File: config.mk
export PLATFORM = sky130hd
export DESIGN_NAME = pipe_stage_reg_flat
export DESIGN_NICKNAME = d
export VERILOG_FILES = /design/src/rtl/pipe_stage_reg_pkg.sv /design/src/rtl/pipe_stage_reg_if.sv /design/src/rtl/pipe_stage_reg_sat_counter.sv /design/src/rtl/pipe_stage_reg.sv /design/src/flat_wrapper.sv
export SDC_FILE = /design/constraint.sdc
export NUM_CORES = 1
export LEC_CHECK = 0
export CORE_ASPECT_RATIO = 0.7
export CORE_UTILIZATION = 57
export CTS_BUF_LIST = sky130_fd_sc_hd__clkbuf_2
export CTS_CLUSTER_DIAMETER = 30
export DETAILED_ROUTE_END_ITERATION = 16
export PLACE_DENSITY = 0.88
export RECOVER_POWER = 100
export SLEW_MARGIN = 20
export SYNTH_ARGS = -nofsm -noshare
export SYNTH_HDL_FRONTEND = slang
export SYNTH_SLANG_ARGS = --single-unit
File: constraint.sdc
create_clock -name clk -period 10.7 [get_ports clk]
set_clock_uncertainty 0.05 [all_clocks]
set_input_delay 2.14 -clock clk [delete_from_list [all_inputs] [get_ports clk]]
set_output_delay 2.14 -clock clk [all_outputs]
set_load 0.02 [all_outputs]
File: src/rtl/pipe_stage_reg_pkg.sv
// Shared constants and types for the pipeline-boundary register.
package pipe_pkg;

    // Bubble instruction: addi x0, x0, 0
    localparam logic [31:0] NOP_INST = 32'h0000_0013;

    // Occupancy of the stage: output register and optional skid register
    typedef enum logic [1:0] {
        EMPTY = 2'd0,
        ONE   = 2'd1,
        TWO   = 2'd2
    } stage_state_t;

    // Output register holds a live entry in every state but EMPTY
    function automatic logic state_out_valid(input stage_state_t s);
        return (s != EMPTY);
    endfunction

    // Skid register holds a live entry only in TWO
    function automatic logic state_skid_valid(input stage_state_t s);
        return (s == TWO);
    endfunction

endpackage

File: src/rtl/pipe_stage_reg_if.sv
// Upstream/downstream handshake bundle of one pipeline boundary.
// master = the surrounding pipeline (producer and consumer side),
// slave  = the boundary register itself.
interface pipe_stage_reg_if #(
    parameter int XLEN = 32,
    parameter int ILEN = 32
);
    import pipe_pkg::*;

    logic            in_valid;
    logic            in_ready;
    logic [XLEN-1:0] in_pc;
    logic [ILEN-1:0] in_inst;
    logic            out_valid;
    logic            out_ready;
    logic [XLEN-1:0] out_pc;
    logic [ILEN-1:0] out_inst;

    modport master (
        output in_valid, in_pc, in_inst, out_ready,
        input  in_ready, out_valid, out_pc, out_inst
    );

    modport slave (
        input  in_valid, in_pc, in_inst, out_ready,
        output in_ready, out_valid, out_pc, out_inst
    );

endinterface

File: src/rtl/pipe_stage_reg_sat_counter.sv
// Saturating up-counter with synchronous clear; clear wins over increment.
module sat_counter #(
    parameter int W = 16
) (
    input  logic         clk,
    input  logic         rst,
    input  logic         clr,
    input  logic         inc,
    output logic [W-1:0] q
);
    import pipe_pkg::*;

    localparam logic [W-1:0] ALL_ONES = {W{1'b1}};
    localparam logic [W-1:0] ONE_LSB  = {{(W-1){1'b0}}, 1'b1};

    logic [W-1:0] q_r;

    // Count qualifying cycles and stick at all-ones instead of wrapping
    always_ff @(posedge clk or posedge rst) begin
        if (rst) begin
            q_r <= '0;
        end else if (clr) begin
            q_r <= '0;
        end else if (inc && (q_r != ALL_ONES)) begin
            q_r <= q_r + ONE_LSB;
        end
    end

    assign q = q_r;

endmodule

File: src/rtl/pipe_stage_reg.sv
// Valid/ready pipeline-boundary register carrying PC and instruction, with
// optional 2-entry skid buffer, flush with NOP injection and stall/bubble
// performance counters.
module pipe_stage_reg
    import pipe_pkg::*;
#(
    parameter int              XLEN  = 32,
    parameter int              ILEN  = 32,
    parameter int              SKID  = 1,
    parameter logic [ILEN-1:0] NOP   = NOP_INST,
    parameter int              CNT_W = 16
) (
    input  logic                 clk,
    input  logic                 rst,
    input  logic                 flush,
    input  logic                 cnt_clr,
    pipe_stage_reg_if.slave      bus,
    output logic [CNT_W-1:0]     stall_cnt,
    output logic [CNT_W-1:0]     bubble_cnt
);

    stage_state_t    state_r;
    stage_state_t    state_s;
    logic            out_valid_r;
    logic            skid_valid_r;
    logic            in_ready_s;
    logic            accept_s;
    logic            consume_s;
    logic            load_out_s;
    logic            load_skid_s;
    logic            out_from_skid_s;
    logic            nop_out_s;
    logic [XLEN-1:0] out_pc_r;
    logic [ILEN-1:0] out_inst_r;
    logic [XLEN-1:0] skid_pc_r;
    logic [ILEN-1:0] skid_inst_r;

    // Handshake qualifiers; with a skid the upstream ready is a pure flop
    always_comb begin
        if (SKID != 0) begin
            in_ready_s = ~skid_valid_r;
        end else begin
            in_ready_s = bus.out_ready | ~out_valid_r;
        end
        accept_s  = bus.in_valid & in_ready_s;
        consume_s = out_valid_r & bus.out_ready;
    end

    // Next-state and payload steering; flush overrides every handshake
    always_comb begin
        state_s         = state_r;
        load_out_s      = 1'b0;
        load_skid_s     = 1'b0;
        out_from_skid_s = 1'b0;
        nop_out_s       = 1'b0;
        if (flush) begin
            state_s   = EMPTY;
            nop_out_s = 1'b1;
        end else begin
            case (state_r)
                EMPTY: begin
                    if (accept_s) begin
                        state_s    = ONE;
                        load_out_s = 1'b1;
                    end else begin
                        state_s = EMPTY;
                    end
                end
                ONE: begin
                    if (consume_s && accept_s) begin
                        state_s    = ONE;
                        load_out_s = 1'b1;
                    end else if (consume_s) begin
                        state_s   = EMPTY;
                        nop_out_s = 1'b1;
                    end else if (accept_s && (SKID != 0)) begin
                        state_s     = TWO;
                        load_skid_s = 1'b1;
                    end else begin
                        state_s = ONE;
                    end
                end
                TWO: begin
                    if (consume_s) begin
                        state_s         = ONE;
                        out_from_skid_s = 1'b1;
                    end else begin
                        state_s = TWO;
                    end
                end
                default: begin
                    state_s   = EMPTY;
                    nop_out_s = 1'b1;
                end
            endcase
        end
    end

    // State and valid flags, registered together so both outputs are flops
    always_ff @(posedge clk or posedge rst) begin
        if (rst) begin
            state_r      <= EMPTY;
            out_valid_r  <= 1'b0;
            skid_valid_r <= 1'b0;
        end else begin
            state_r      <= state_s;
            out_valid_r  <= state_out_valid(state_s);
            skid_valid_r <= state_skid_valid(state_s);
        end
    end

    // Output payload; PC is kept on NOP injection so it still names the last slot
    always_ff @(posedge clk or posedge rst) begin
        if (rst) begin
            out_pc_r   <= '0;
            out_inst_r <= NOP;
        end else if (nop_out_s) begin
            out_inst_r <= NOP;
        end else if (load_out_s) begin
            out_pc_r   <= bus.in_pc;
            out_inst_r <= bus.in_inst;
        end else if (out_from_skid_s) begin
            out_pc_r   <= skid_pc_r;
            out_inst_r <= skid_inst_r;
        end
    end

    // Skid payload catches the one entry in flight when downstream stalls
    always_ff @(posedge clk or posedge rst) begin
        if (rst) begin
            skid_pc_r   <= '0;
            skid_inst_r <= NOP;
        end else if (load_skid_s) begin
            skid_pc_r   <= bus.in_pc;
            skid_inst_r <= bus.in_inst;
        end
    end

    assign bus.in_ready  = in_ready_s;
    assign bus.out_valid = out_valid_r;
    assign bus.out_pc    = out_pc_r;
    assign bus.out_inst  = out_inst_r;

    sat_counter #(.W(CNT_W)) u_stall_cnt (
        .clk (clk),
        .rst (rst),
        .clr (cnt_clr),
        .inc (out_valid_r & ~bus.out_ready),
        .q   (stall_cnt)
    );

    sat_counter #(.W(CNT_W)) u_bubble_cnt (
        .clk (clk),
        .rst (rst),
        .clr (cnt_clr),
        .inc (~out_valid_r),
        .q   (bubble_cnt)
    );

endmodule
File: src/flat_wrapper.sv
// flat-port wrapper written by rule: the top's interface ports become plain ports
module pipe_stage_reg_flat import pipe_pkg::*;
#(
    parameter int              XLEN  = 32,
    parameter int              ILEN  = 32,
    parameter int              SKID  = 1,
    parameter logic [ILEN-1:0] NOP   = NOP_INST,
    parameter int              CNT_W = 16
)
  (clk, rst, flush, cnt_clr, stall_cnt, bubble_cnt, bus_in_valid, bus_in_pc, bus_in_inst, bus_out_ready, bus_in_ready, bus_out_valid, bus_out_pc, bus_out_inst);
  pipe_stage_reg_if #(.XLEN(XLEN), .ILEN(ILEN)) bus_i ();
  input  logic clk;
  input  logic rst;
  input  logic flush;
  input  logic cnt_clr;
  output logic [CNT_W-1:0] stall_cnt;
  output logic [CNT_W-1:0] bubble_cnt;
  input wire logic [$bits(bus_i.in_valid)-1:0] bus_in_valid;
  input wire logic [$bits(bus_i.in_pc)-1:0] bus_in_pc;
  input wire logic [$bits(bus_i.in_inst)-1:0] bus_in_inst;
  input wire logic [$bits(bus_i.out_ready)-1:0] bus_out_ready;
  output wire logic [$bits(bus_i.in_ready)-1:0] bus_in_ready;
  output wire logic [$bits(bus_i.out_valid)-1:0] bus_out_valid;
  output wire logic [$bits(bus_i.out_pc)-1:0] bus_out_pc;
  output wire logic [$bits(bus_i.out_inst)-1:0] bus_out_inst;
  assign bus_i.in_valid = bus_in_valid;
  assign bus_i.in_pc = bus_in_pc;
  assign bus_i.in_inst = bus_in_inst;
  assign bus_i.out_ready = bus_out_ready;
  assign bus_in_ready = bus_i.in_ready;
  assign bus_out_valid = bus_i.out_valid;
  assign bus_out_pc = bus_i.out_pc;
  assign bus_out_inst = bus_i.out_inst;
  pipe_stage_reg #(.XLEN(XLEN), .ILEN(ILEN), .SKID(SKID), .NOP(NOP), .CNT_W(CNT_W)) u_core (.clk(clk), .rst(rst), .flush(flush), .cnt_clr(cnt_clr), .bus(bus_i), .stall_cnt(stall_cnt), .bubble_cnt(bubble_cnt));
endmodule
# Word level (Yosys, flattened, before mapping)
# Cells that the tools add are included.
[word_totals] output_inout_bits=98 mem_count=0 rom_bits=0 ff_bits=164 in_bits=70 ramBits=0 latchBits=0 wordCells=64
[op_classes] n_eq_ne=5 n_shift=0 mux=30 n_addsub=2 n_div=0 bitwise_logic=7 magnitude_cmp=0 n_reduce_logical=11 n_mul=0
[op_table] op="two-way mux 32 bit" count=5
[op_table] op="two-way mux 16 bit" count=4
[op_table] op="adder 16 x 1 -> 16 bit (second input constant)" count=2
[op_table] op="inequality test 16 bit (second input constant)" count=2
[op_table] op="two-way mux 1 bit" count=13
[op_table] op="two-way mux 2 bit" count=5
[op_table] op="nonzero test 2 bit" count=4
[op_table] op="one-hot mux 2 bit (3 select lines)" count=1
[op_table] op="equality test 2 bit (second input constant)" count=2
[op_table] op="inverter 1 bit" count=4
[op_table] op="one-hot mux 1 bit (2 select lines)" count=2
[op_table] op="bitwise AND 1 bit" count=3
[op_table] op="logical AND 1 bit" count=3
[op_table] op="nonzero test 3 bit" count=1
[op_table] op="equality test 2 x 1 -> 1 bit (second input constant)" count=1
[op_table] op="logical NOT 2 bit" count=1
[op_table] op="AND reduction 2 bit" count=1
[op_table] op="OR reduction 2 bit" count=1

# Logic depth before layout (Yosys ltp)
# Gate-level depths: netlist of the first run.
[logic_depth] word_depth=8 mapped_depth=7 mapped_depth_nobuf=5

# Hierarchy
# Synthesis of the first run repeated with hierarchy kept, for this count alone.
[hier_totals] cells_unflattened=583 hier_area_um2=7632.3
[modules_own_cells] mod="pipe_stage_reg" area_each_um2=5768.0 cells_each=381 instances=1
[modules_own_cells] mod="sat_counter" area_each_um2=932.1 cells_each=101 instances=2

# Least setup slack after synthesis of the first run
# OpenSTA, ideal clock, no wires.
[synth_timing] path_type="input -> register" start="in flush" end="reg u_core.out_pc_r[20] (netlist: u_core.bus.out_pc[20])" setup_ns=0.125 path_buffers=2 t_arrival_ns=3.436 stages=6 required_time_ns=10.525 slack_ns=7.089 path_cell_list="buf_4 -> nor4b_4 -> nand2_4 -> buf_6 -> mux2_4 -> mux2_4"
[synth_between] elab_chain_cells=3 word_cells_on_any_way=7
[synth_rtl] element="from (decl)" line_no="flat_wrapper.sv:14" text="input logic flush;"
[synth_rtl] element="two-way mux 1 bit" line_no="pipe_stage_reg.sv:56" text="if (flush) begin"
[synth_rtl] element="nonzero test 2 bit (no line) / inverter 1 bit (equally long branches)"
[synth_rtl] element="AND reduction 2 bit (no line)"
[synth_rtl] element="to (signal assigned)" line_no="pipe_stage_reg.sv:120" text="out_pc_r <= bus.in_pc;"
[synth_rtl] element="to (signal assigned)" line_no="pipe_stage_reg.sv:123" text="out_pc_r <= skid_pc_r;"
[synth_rtl] element="to (decl)" line_no="pipe_stage_reg.sv:33" text="logic [XLEN-1:0] out_pc_r;"
# Parallel ways exist; a longest one is shown, timed or not.
# A chain may end at the register's enable or synchronous reset.

# Final worst setup path of the first run
[layout_timing] start="in bus_out_ready" end="reg u_core.out_pc_r[8] (netlist: u_core.bus.out_pc[8])"
[layout_between] elab_chain_cells=7 word_cells_on_any_way=15
[layout_rtl] element="from (decl)" line_no="flat_wrapper.sv:21" text="input wire logic [$bits(bus_i.out_ready)-1:0] bus_out_ready;"
[layout_rtl] element="bitwise AND 1 bit *" line_no="pipe_stage_reg.sv:46" text="consume_s = out_valid_r & bus.out_ready;"
[layout_rtl] element="logical AND 1 bit / two-way mux 1 bit (equally long branches)" line_no="pipe_stage_reg.sv:70, pipe_stage_reg.sv:73, pipe_stage_reg.sv:84"
[layout_rtl] element="two-way mux 1 bit" line_no="pipe_stage_reg.sv:70" text="if (consume_s && accept_s) begin"
[layout_rtl] element="one-hot mux 1 bit (2 select lines)" line_no="pipe_stage_reg.sv:60" text="case (state_r)"
[layout_rtl] element="two-way mux 1 bit" line_no="pipe_stage_reg.sv:56"
[layout_rtl] element="nonzero test 2 bit (no line) / inverter 1 bit (equally long branches)"
[layout_rtl] element="AND reduction 2 bit (no line)"
# Mark *: on every way between the ends. The rest lies on a longest branch, timed or not.

==> impl_summary.md, run 1 <==
Clocking
The cell at the root of the clock tree is sky130_fd_sc_hd__clkbuf_2. Gates resized during post-CTS repair numbered 0. TritonCTS built the clock tree. The clock latency at the later pin of the worst-skew pair is 0.70 ns. The clock sink count is 164. The H-tree depth is 4.

The setup fix buffers added after clock tree synthesis is 0. The clock slew at the register clock pins of the worst setup and hold paths is 0.23 ns. Hold repair after CTS inserted 0 buffers. The number of buffers inserted during clock tree synthesis is 17.

The maximum root-to-sink buffer count is 2.

Layout
The post-synthesis to final-layout area growth is 24.1%. The footprint of the multi-input gates is 3320 um2. The count of nets after finishing is 812.

The sequential cells in the finished layout cover a total of 4110 um2. The number of antenna diodes in the final layout is 0. The proportion of layout cells with a drive suffix above 1 is 0.209. After filler insertion, the fill cell instance count of the layout stands at 939.

Timing
For the final routed database, the setup TNS stands at 0 ns. For this run, the top clock speed supported by timing is 156 MHz. Setup repair after global routing left no endpoint under its margin.

The headroom to the max-slew limit is -1.46. The number of pins with negative max-slew slack in the final report came to 280. The setup violation total in the final timing report is 0.

The worst path meets setup with 4.29 ns of slack. The routed design could run at a clock period as short as 6.41 ns. Dividing the final minimum period by the clock period gives 0.599.

The number of endpoints with negative hold slack in the final report is 0. At the pin with the least slew margin, the transition time is 3.68 ns.

Route
The final wirelength is 17200 um. The routed wirelength normalized by instance count is 18.4 um. Using the TritonRoute via totals, the vias-per-cell ratio works out to 5.76. The starting DRC count in detailed routing is 386. The via total after detailed routing is 5396. The detail route stage leaves a number of antenna-violating nets equal to 0.

For this run, design rule violations remaining after detail routing come to 0. The first detailed-routing pass ran for 4 iterations.

Floorplanning
The region available for standard cell placement spans 13300 um2. The die span in x is 142 um. 168 I/O pins were placed.

The vertical extent of the die is 99.9 um. The die covers 14200 um2. The initialized floorplan defines 35 standard-cell rows. The starting density of the core is 0.588.

Critical path
Data on the critical path is required at its endpoint by 11.27 ns. The startpoint kind of the worst setup timing path is an input pin. The largest fanout of any net on the critical path is 53. Data on the critical path arrives at its endpoint at 6.98 ns. STA classifies the critical path endpoint as a flop.

The worst setup path is of the in -> reg kind.

Placed design
The port buffer count is 167. At the end of routability-driven placement, the weighted congestion stood at 0.877. Prior to clock tree synthesis, the placed netlist has a worst setup slack of 5.84 ns. The post-detailed-placement half-perimeter wirelength is 11700 um.

Global routing
The first global-routing pass estimated 28200 um of wire. The number of global-route vias before repair is 5428. In the global route stage, overall resource usage came out at 0.257. The initial antenna violation count is 0. Entering global routing, the biggest net connects 84 pins. The global-route congestion overflow total is 0.

Hold path
The path class of the tightest hold or removal check is reg -> reg.

Synth
The post-synthesis sequential element count is 164. Synthesis produced a netlist with a net count of 650. For this run, the register share of the synthesized area comes to 0.527. The synthesized instance count is 578.

The count of flip-flops with a built-in enable after synthesis is 0. The fraction of synthesis flops using an asynchronous set or reset pin is 1.00. Averaged over all synthesized cells, the footprint is 13.5 um2.

The netlist area before placement is 7800 um2. The count of distinct cell types in the synthesized netlist is 59. The most used flip-flop cell after synthesis is sky130_fd_sc_hd__dfrtp_1. The yosys synthesis warning count is 0.

Flow run
Max-cap violations in this run came to 5.

Pwr
For this design the ratio of total power to cell area is 206 nW/um2. The maximum VDD drop is 0.148 mV. The analysis attributes to cell leakage a power of 4.46 nW.

Outcome
The final reports fail on capacitance limit, slew limit. The run finished, with violations left.
[flip-flops by register name (all words and copies together) (netlist names)]
name,flops
u_core.bus.out_inst,32
u_core.bus.out_pc,32
u_core.bus.out_valid,1
u_core.skid_inst_r,32
u_core.skid_pc_r,32
u_core.skid_valid_r,1
u_core.state_r,2
u_core.u_bubble_cnt.q,16
u_core.u_stall_cnt.q,16
[routing by layer]
layer | share of wire | global-route usage
met3 | 0.074 | 0.0744
met2 | 0.47 | 0.403
met5 | 0 | 0
met4 | 0.013 | 0.0786
met1 | 0.44 | 0.349
[critical path: stages]
cell and delay (ns):
sky130_fd_sc_hd__dlygate4sd3_1 0.65, sky130_fd_sc_hd__a21bo_1 0.25, sky130_fd_sc_hd__nand2_1 0.55, sky130_fd_sc_hd__clkbuf_1 2.56
sky130_fd_sc_hd__mux2_2 0.51, sky130_fd_sc_hd__mux2_2 0.27
[cells in the final DEF, fill, tap and decap left out, types with 3 or more instances in the layout]
master                            instances
sky130_fd_sc_hd__nor3_1                   5
sky130_fd_sc_hd__clkinv_1                 3
sky130_fd_sc_hd__nand4_1                  7
sky130_fd_sc_hd__mux2_2                  83
sky130_fd_sc_hd__mux2_1                  25
sky130_fd_sc_hd__clkbuf_1                 4
sky130_fd_sc_hd__nand2_1                 17
sky130_fd_sc_hd__nor2b_1                  7
sky130_fd_sc_hd__a311oi_1                 3
sky130_fd_sc_hd__dlygate4sd3_1          102
sky130_fd_sc_hd__nor2_1                  22
sky130_fd_sc_hd__dfrtp_1                158
sky130_fd_sc_hd__inv_1                   11
sky130_fd_sc_hd__bufinv_16                4
sky130_fd_sc_hd__and3_1                   5
sky130_fd_sc_hd__o21ai_0                 10
sky130_fd_sc_hd__o31ai_1                  5
sky130_fd_sc_hd__clkdlybuf4s50_1         65
sky130_fd_sc_hd__dfstp_2                  6
sky130_fd_sc_hd__clkbuf_2                18
sky130_fd_sc_hd__o41ai_1                  3
sky130_fd_sc_hd__a22oi_1                  3
sky130_fd_sc_hd__mux2_4                  26
sky130_fd_sc_hd__a21oi_1                 18
sky130_fd_sc_hd__mux2i_1                 35
sky130_fd_sc_hd__or4_1                    5
sky130_fd_sc_hd__nand3_1                 10
sky130_fd_sc_hd__or3_1                    6
sky130_fd_sc_hd__o311ai_0                 3
sky130_fd_sc_hd__o2bb2ai_1               29
[power breakdown]
group | leakage [nW] | internal [mW] | total, mW | switching (mW)
combinational | 2.23 | 0.384 | 0.679 | 0.295
sequential | 2.08 | 0.828 | 0.945 | 0.118
clock | 0.154 | 0.153 | 0.370 | 0.217
[synth_stat cells, types with 5 or more instances]
library cell                  n  share of area
sky130_fd_sc_hd__mux2_4      51          0.098
sky130_fd_sc_hd__nor3_1       5         0.0032
sky130_fd_sc_hd__nand4_1      7         0.0056
sky130_fd_sc_hd__buf_6       11          0.016
sky130_fd_sc_hd__mux2_2      83           0.12
sky130_fd_sc_hd__nor2b_1      7         0.0056
sky130_fd_sc_hd__mux2i_1     35          0.045
sky130_fd_sc_hd__nand3_1     10         0.0064
sky130_fd_sc_hd__nand2_1     16         0.0077
sky130_fd_sc_hd__o21ai_0     10         0.0064
sky130_fd_sc_hd__o31ai_1      5         0.0048
sky130_fd_sc_hd__dfrtp_1    158           0.51
sky130_fd_sc_hd__a21oi_1     18          0.012
sky130_fd_sc_hd__or3_1        6         0.0048
sky130_fd_sc_hd__inv_1       12         0.0058
sky130_fd_sc_hd__and3_1       5         0.0040
sky130_fd_sc_hd__clkbuf_1     8         0.0038
sky130_fd_sc_hd__or4_1        5         0.0048
sky130_fd_sc_hd__o2bb2ai_1   29          0.033
sky130_fd_sc_hd__buf_4        7         0.0067
sky130_fd_sc_hd__nor2_1      22          0.011
sky130_fd_sc_hd__dfstp_2      6          0.020
[cell families (layout without fill, tap and decap cells)]
family,after synthesis,in the layout,synth area share
xor+xnor,3,3,0.00337
mux,169,169,0.263
compound gates,90,90,0.0869
simple gates,108,108,0.0826
fa+ha+maj,2,2,0.00321
buf+inv,42,216,0.0345
flops,164,164,0.527
[area by class of cell]
cell class / instances / share of cell area
Multi-Input combinational cell: 372 / 0.343
Inverter: 12 / 0.00478
Clock inverter: 13 / 0.0187
Timing Repair Buffer: 173 / 0.176
Clock buffer: 18 / 0.00930
Tap cell: 185 / 0.0239
Sequential cell: 164 / 0.424
[stage by stage]
| stage | std cells | instance area, um2 | power (mW) | utilization | hold slack (ns) |
|---|---|---|---|---|---|
| after CTS | 937 | 9810 | 2.08 | 0.739 | 0.461 |
| after global routing | 937 | 9690 | 2.11 | 0.730 | 0.476 |
| after global placement | 906 | 9530 | 1.66 | 0.719 | 0.421 |
| after detailed placement | 906 | 9530 | 1.71 | 0.719 | 0.423 |
| final | 937 | 9690 | 1.99 | 0.730 | 0.456 |
| after floorplan | 578 | 7800 | 1.42 | - | 0.424 |
[path summary, 6_finish.rpt]
check	start	end	slack, ns	depth (start not counted)
min	u_core.bus.out_inst[1]	u_core.bus.out_inst[1]	0.46	2
max in group asynchronous	rst	u_core.skid_pc_r[29]	5.90	3
min in group asynchronous	rst	u_core.bus.out_pc[25]	2.89	2
max reg2reg	u_core.bus.out_valid	u_core.bus.out_pc[8]	5.85	5
max	bus_out_ready	u_core.bus.out_pc[8]	4.29	6
min reg2reg	u_core.bus.out_inst[1]	u_core.bus.out_inst[1]	0.46	2
Note: power is estimated with default switching activity, not from simulation.
==> run 2, diff against run 1 <==
--- a/config.mk
+++ b/config.mk
@@ -6,11 +6,11 @@
 export NUM_CORES = 1
 export LEC_CHECK = 0
 export CORE_ASPECT_RATIO = 0.7
-export CORE_UTILIZATION = 57
+export CORE_UTILIZATION = 53
 export CTS_BUF_LIST = sky130_fd_sc_hd__clkbuf_2
 export CTS_CLUSTER_DIAMETER = 30
 export DETAILED_ROUTE_END_ITERATION = 16
-export PLACE_DENSITY = 0.88
+export PLACE_DENSITY = 0.83
 export RECOVER_POWER = 100
 export SLEW_MARGIN = 20
 export SYNTH_ARGS = -nofsm -noshare
==> constraint.sdc (replaced) <==
create_clock -name clk -period 6.4 [get_ports clk]
set_clock_uncertainty 0.05 [all_clocks]
set_input_delay 1.28 -clock clk [delete_from_list [all_inputs] [get_ports clk]]
set_output_delay 1.28 -clock clk [all_outputs]
set_load 0.02 [all_outputs]
==> impl_summary.md, run 2 (synthesis gave the netlist of run 1 again) <==
Outcome
The flow ran to the end, but the final reports show violations. The final reports fail on capacitance limit, slew limit.

Floorplanning
The initial utilization of the core area, before any placement, comes to 0.552. In this run the count of I/O pins placed on the die edge is 168. The die span in x is 147 um. The vertical extent of the die is 104 um.

The floorplan step defined a die boundary enclosing 15200 um2. The total number of placement rows is 36. The placeable core area is 14100 um2.

Clocking
The clock latency at the later pin of the worst-skew pair is 0.72 ns. TritonCTS built the clock tree. The clock net in this run drives a total of 164 sinks. The clock tree synthesis step divided the H-tree into 4 levels. The longest clock path from root to sink contains 2 buffers.

The post-cts repair resize count is 0. The number of buffers inserted during clock tree synthesis is 17. After clock tree synthesis, the clock-pin slew on the worst setup and hold paths is 0.20 ns.

The cell at the root of the clock tree is sky130_fd_sc_hd__clkbuf_2. Hold repair after CTS inserted 0 buffers. Post-CTS timing repair inserted 0 buffers for setup.

Flow run
Max-cap violations in this run came to 3.

Global routing
The combined global-route utilization of all metal layers is 0.235. The number of global-route vias before repair is 5466. Entering global routing, the biggest net connects 111 pins. The initial antenna violation count is 1.

The first global-routing pass estimated 28200 um of wire. The global-route congestion overflow total is 0.

Placed design
During placement, the flow inserted port buffers numbering 167. At the end of routability-driven placement, the weighted congestion stood at 0.877. Detailed placement ended at an HPWL of 11500 um.

Critical path
STA classifies the critical path startpoint as an input pin. The setup path with the least slack is of type in -> reg. In this run the worst path has a maximum fanout of 33. The worst register-to-register path begins at u_core.bus.out_valid.

The internal reg-to-reg setup slack is 2.47 ns. The worst setup path is captured at a flop. The endpoint required time on the critical path is 6.96 ns.

The number of cell instances on the worst register-to-register path is 4. In this run the critical register-to-register path is captured at u_core.skid_pc_r[29]. Data arrives at the worst endpoint at 5.12 ns.

Route
In the routed layout, each cell is associated on average with a via count of 5.73. In this run, the number of DRC markers left after iteration 0 of detailed routing was 275. The via total after detailed routing is 5393. The routed wirelength normalized by instance count is 18.0 um. The count of unresolved DRC violations after routing is 0.

The final layout contains routed wiring with a total length of 17000 um. The detail route stage leaves a number of antenna-violating nets equal to 0. The number of iterations in the first detailed-routing pass is 4.

Hold path
The min-delay analysis places its worst path in the category reg -> reg. The worst hold path was traced through 2 stages. In this run the most critical hold path is launched from u_core.bus.out_inst[1]. The worst hold endpoint is u_core.bus.out_inst[1].

Layout
Relative to the synthesized area, the layout overhead comes to 22.6%. The count of antenna diodes in the layout is 0. In the final layout, the share of cells above drive strength 1 is 0.207. Leaving out fill and tap cells, the most frequent cells in the layout are 158 x sky130_fd_sc_hd__dfrtp_1, 103 x sky130_fd_sc_hd__dlygate4sd3_1, 82 x sky130_fd_sc_hd__mux2_2, 64 x sky130_fd_sc_hd__clkdlybuf4s50_1, 35 x sky130_fd_sc_hd__mux2i_1. The sequential cell area in the final layout is 4110 um2. The library cell used most frequently in the layout, excluding fill and tap cells, is sky130_fd_sc_hd__dfrtp_1.

The net count of the finished layout is 812. Counting the fill cells in the layout gives 1048. In the final layout, the multi-input gates occupy 3280 um2.

Timing
The headroom to the max-slew limit is -0.449. The setup TNS is 0 ns. Setup violations remaining at the end of the flow were counted as 0.

Timing would allow up to 219 MHz. Setup repair after global routing left no endpoint under its margin. The share of the clock period used by the worst path after layout is 0.713. The shortest period the worst path allows is 4.56 ns. The number of pins with negative max-slew slack in the final report is 94. The number of endpoints with negative hold slack in the final report is 0. At the pin with the least slew margin, the transition time is 2.17 ns.

Pwr
The power per standard cell area is 329 nW/um2. The static leakage is 4.40 nW. The overall power after layout is 3.15 mW. VDD sags by at most 0.221 mV.
run 2: cell count changes in the layout (fill, tap and decap cells not counted), moves of 2 or more:
cell / change
sky130_fd_sc_hd__clkbuf_1: -2
sky130_fd_sc_hd__clkinv_1: -2
sky130_fd_sc_hd__clkinv_4: -2
sky130_fd_sc_hd__clkinv_2: +7
sky130_fd_sc_hd__bufinv_16: -4
sky130_fd_sc_hd__clkbuf_2: +2
sky130_fd_sc_hd__mux2_1: +2
sky130_fd_sc_hd__buf_4: +2
sky130_fd_sc_hd__nor4_2: -2
sky130_fd_sc_hd__nor4_1: +2
run 2: per-layer routing:
layer / wire (um) / up-vias / track usage
li1: - / 2469 / -
met1: 7710 / 2723 / 0.321
met2: 7840 / 186 / 0.355
met3: 1250 / 15 / 0.0740
met4: 175 / 0 / 0.0803
met5: 0 / - / 0
run 2: layout make-up:
cell class,count,share of cell area
sequential,164,0.430
timing repair buffer,173,0.181
inverter,12,0.00484
tap,190,0.0248
multi-input combinational,372,0.343
clock inverter,11,0.00654
clock buffer,20,0.0105
run 2: worst max path at each step:
stage | startpoint | to | slack [ns]
2_1_floorplan | rst | u_core.bus.out_inst[10] | 0.65
3_3_place_gp | flush | u_core.bus.out_pc[7] | 2.46
3_5_place_dp | flush | u_core.bus.out_pc[6] | 2.38
4_1_cts | u_core.bus.out_valid | bus_out_valid | 3.00
5_1_grt | bus_out_ready | u_core.skid_pc_r[29] | 1.70
6_report | bus_out_ready | u_core.skid_pc_r[29] | 1.84
run 2: worst max-delay path, cell delays in order:
cell,delay (ns)
sky130_fd_sc_hd__dlygate4sd3_1,0.67
sky130_fd_sc_hd__a21boi_0,0.22
sky130_fd_sc_hd__nand2_1,1.06
sky130_fd_sc_hd__clkbuf_1,1.40
sky130_fd_sc_hd__mux2_2,0.45
run 2: where the power goes:
part	internal (mW)	total, mW	switching (mW)	leakage [nW]
logic	0.634	1.13	0.492	2.20
registers	1.38	1.57	0.187	2.08
clock network	0.0982	0.452	0.354	0.117
total	2.12	3.15	1.03	4.40
run 2: stage by stage:
step                      instances  hold WS (ns)  area (um2)   util  setup WS [ns]
after floorplan                 578         0.424        7800      -          0.647
after global placement          910         0.422        9530  0.674           2.46
after detailed placement        910         0.425        9530  0.674           2.38
after CTS                       941         0.461        9700  0.686           3.00
after global routing            942         0.479        9570  0.677           1.70
final                           942         0.459        9570  0.677           1.84
==> run 3, diff against run 2 <==
--- a/config.mk
+++ b/config.mk
@@ -6,11 +6,11 @@
 export NUM_CORES = 1
 export LEC_CHECK = 0
 export CORE_ASPECT_RATIO = 0.7
-export CORE_UTILIZATION = 53
+export CORE_UTILIZATION = 48
 export CTS_BUF_LIST = sky130_fd_sc_hd__clkbuf_2
 export CTS_CLUSTER_DIAMETER = 30
 export DETAILED_ROUTE_END_ITERATION = 16
-export PLACE_DENSITY = 0.83
+export PLACE_DENSITY = 0.79
 export RECOVER_POWER = 100
 export SLEW_MARGIN = 20
 export SYNTH_ARGS = -nofsm -noshare
==> constraint.sdc (replaced) <==
create_clock -name clk -period 4 [get_ports clk]
set_clock_uncertainty 0.05 [all_clocks]
set_input_delay 0.8 -clock clk [delete_from_list [all_inputs] [get_ports clk]]
set_output_delay 0.8 -clock clk [all_outputs]
set_load 0.02 [all_outputs]
==> impl_summary.md, run 3 (synthesis gave the netlist of run 1 again) <==
Pwr
The completed layout was analyzed and its total power is 5.38 mW. Power spread over the standard cell area amounts to 549 nW/um2. Across the VDD grid, the largest voltage drop is 0.338 mV.

In this run the static leakage power is 4.48 nW.

Timing
The setup violation total in the final timing report is 0. The number of pins with negative max-slew slack in the final report is 43. The setup TNS is 0 ns. The share of the clock period used by the worst path after layout is 0.787. The actual slew at the worst max-slew pin is 1.84 ns. The number of endpoints with negative hold slack in the final report is 0. The shortest period the worst path allows is 3.15 ns.

The headroom to the max-slew limit is -0.230. The worst-case setup margin in the final layout is 0.851 ns. Setup repair after global routing left no endpoint under its margin. Hold timing on the final database bottoms out at a slack of 0.449 ns. The maximum clock rate is 318 MHz.

Global routing
The first global-routing pass estimated 28900 um of wire. The number of global-route vias before repair is 5581. The largest net degree at the start of global routing is 59. The initial antenna violation count is 0.

The global-route congestion overflow total is 0. The combined global-route utilization of all metal layers is 0.222.

Critical path
Traced cell by cell, the critical path runs through dlygate4sd3_1 > nor4b_1 > nand2_4 > clkbuf_2 > mux2i_1 > o2bb2ai_1. The kind of capture point of the worst setup path is a flop. The internal reg-to-reg setup slack is 1.09 ns.

The number of cell instances on the worst register-to-register path is 5. The data arrival at the endpoint of the critical path is 3.73 ns. The launch point of the worst reg-to-reg path is u_core.state_r[1]. The endpoint required time on the critical path is 4.58 ns.

In this design, the stage delay of the slowest critical-path cell is 0.68 ns. In this run the worst path has a maximum fanout of 38. STA classifies the critical path startpoint as an input pin. Among all stages on the critical path, the largest delay is contributed by sky130_fd_sc_hd__clkbuf_2. The critical setup path kind is in -> reg. The capturing element of the worst setup path is u_core.bus.out_inst[16]. The launching instance or port of the critical path is flush. The endpoint identified for the worst register-to-register timing path is u_core.bus.out_inst[16].

Clocking
Once the clock tree was built, the resizer swapped 0 gates to a different size. The clock sink count is 164. The clock slew at the register clock pins of the worst setup and hold paths is 0.23 ns. CTS built an H-tree with a depth of 4.

TritonCTS built the clock tree. Hold repair after CTS inserted 0 buffers. The clock latency at the later pin of the worst-skew pair is 0.73 ns. Counting along the longest clock path gives a buffer depth of 2. The cell at the root of the clock tree is sky130_fd_sc_hd__clkbuf_2.

The number of buffers inserted during clock tree synthesis is 17. The setup fix buffers added after clock tree synthesis is 0.

Route
The final wirelength is 17900 um. The first routing iteration left 248 violations. The count of nets left with antenna violations once routing finished came out at 0. After detailed routing, the number of remaining DRC violations is 0. The number of iterations in the first detailed-routing pass is 5. In the final routed layout, each cell accounts on average for 18.7 um. The via total after detailed routing is 5423. The average vias per placed instance is 5.66.

Layout
The final cell utilization of the core is 0.624. The final instance area is 9790 um2. The count of antenna diodes in the layout is 0.

The post-layout instance count excluding filler cells is 958. The leading cell type in the layout, fill and taps excluded is sky130_fd_sc_hd__dfrtp_1. The library cells used most frequently in the layout, excluding fill and tap cells, are 158 x sky130_fd_sc_hd__dfrtp_1, 100 x sky130_fd_sc_hd__dlygate4sd3_1, 83 x sky130_fd_sc_hd__mux2_2, 67 x sky130_fd_sc_hd__clkdlybuf4s50_1, 35 x sky130_fd_sc_hd__mux2i_1. The net count of the finished layout is 817. The post-synthesis to final-layout area growth is 25.4%. In the final layout, the share of cells above drive strength 1 is 0.218. Counting the fill cells in the layout gives 1232.

Floorplanning
The floorplan has 38 rows. The total die area is 16800 um2. The I/O pin total is 168. From bottom edge to top edge, the die measures 109 um. The placeable core area is 15700 um2. The floorplan step set the die width to 154 um. The starting density of the core is 0.497.

Placed design
The post-detailed-placement half-perimeter wirelength is 12200 um. The instance count after placement with tap cells included is 925. The weighted congestion reported at the end of routability-driven placement is 0.866. Timing analysis after detailed placement gives a worst setup slack of 0.821 ns. Summing all placed instances gives a cell area of 9640 um2. The count of buffers added on input and output ports is 167.

Hold path
The worst min-delay path category is reg -> reg. The worst hold path passes through 2 cells. The hold path startpoint is u_core.bus.out_inst[1].

Flow run
Max-cap violations in this run came to 2.

Outcome
The run finished, with violations left. The final reports fail on capacitance limit, slew limit.
-- run 3: changes by cell type in the layout (fill, tap and decap cells not counted), sizes merged, moves of 3 or more --
| cell | change |
|---|---|
| dlygate4sd3 | -3 |
| clkinv | -6 |
| inv | +3 |
| clkdlybuf4s50 | +3 |
| buf | +5 |
| bufinv | +4 |
-- run 3: how the worst min path moves through the flow --
stage	to	slack, ns
4_1_cts	u_core.bus.out_inst[1]	0.46
3_5_place_dp	u_core.bus.out_inst[28]	0.42
2_1_floorplan	u_core.skid_pc_r[10]	0.42
5_1_grt	u_core.u_bubble_cnt.q[11]	0.42
3_3_place_gp	u_core.bus.out_inst[17]	0.42
6_report	u_core.bus.out_inst[1]	0.45
-- run 3: critical path: cells and delay by family --
kind	cells	cell delay (ns)
compound gates	1	0.10
buf+inv	2	1.35
mux	1	0.36
simple gates	2	1.10
-- run 3: cell type report --
class	count	area, um2	area share
tap	200	250	0.0256
timing repair buffer	178	1800	0.184
clock buffer	18	90.1	0.00920
sequential	164	4110	0.420
multi-input combinational	372	3290	0.336
clock inverter	14	201	0.0206
inverter	12	46.3	0.00473
-- run 3: report_power, final --
part	internal, mW	total, mW	switching [mW]
Combinational	1.02	1.81	0.789
Sequential	2.21	2.52	0.305
Clock	0.422	1.05	0.630
-- run 3: metal layers --
| layer | global-route usage | up-vias | part of all wire |
|---|---|---|---|
| met2 | 0.362 | 177 | 0.46 |
| met3 | 0.0787 | 19 | 0.077 |
| met5 | 0 | - | 0 |
| met4 | 0.0537 | 0 | 0.013 |
| li1 | - | 2487 | - |
| met1 | 0.285 | 2740 | 0.45 |
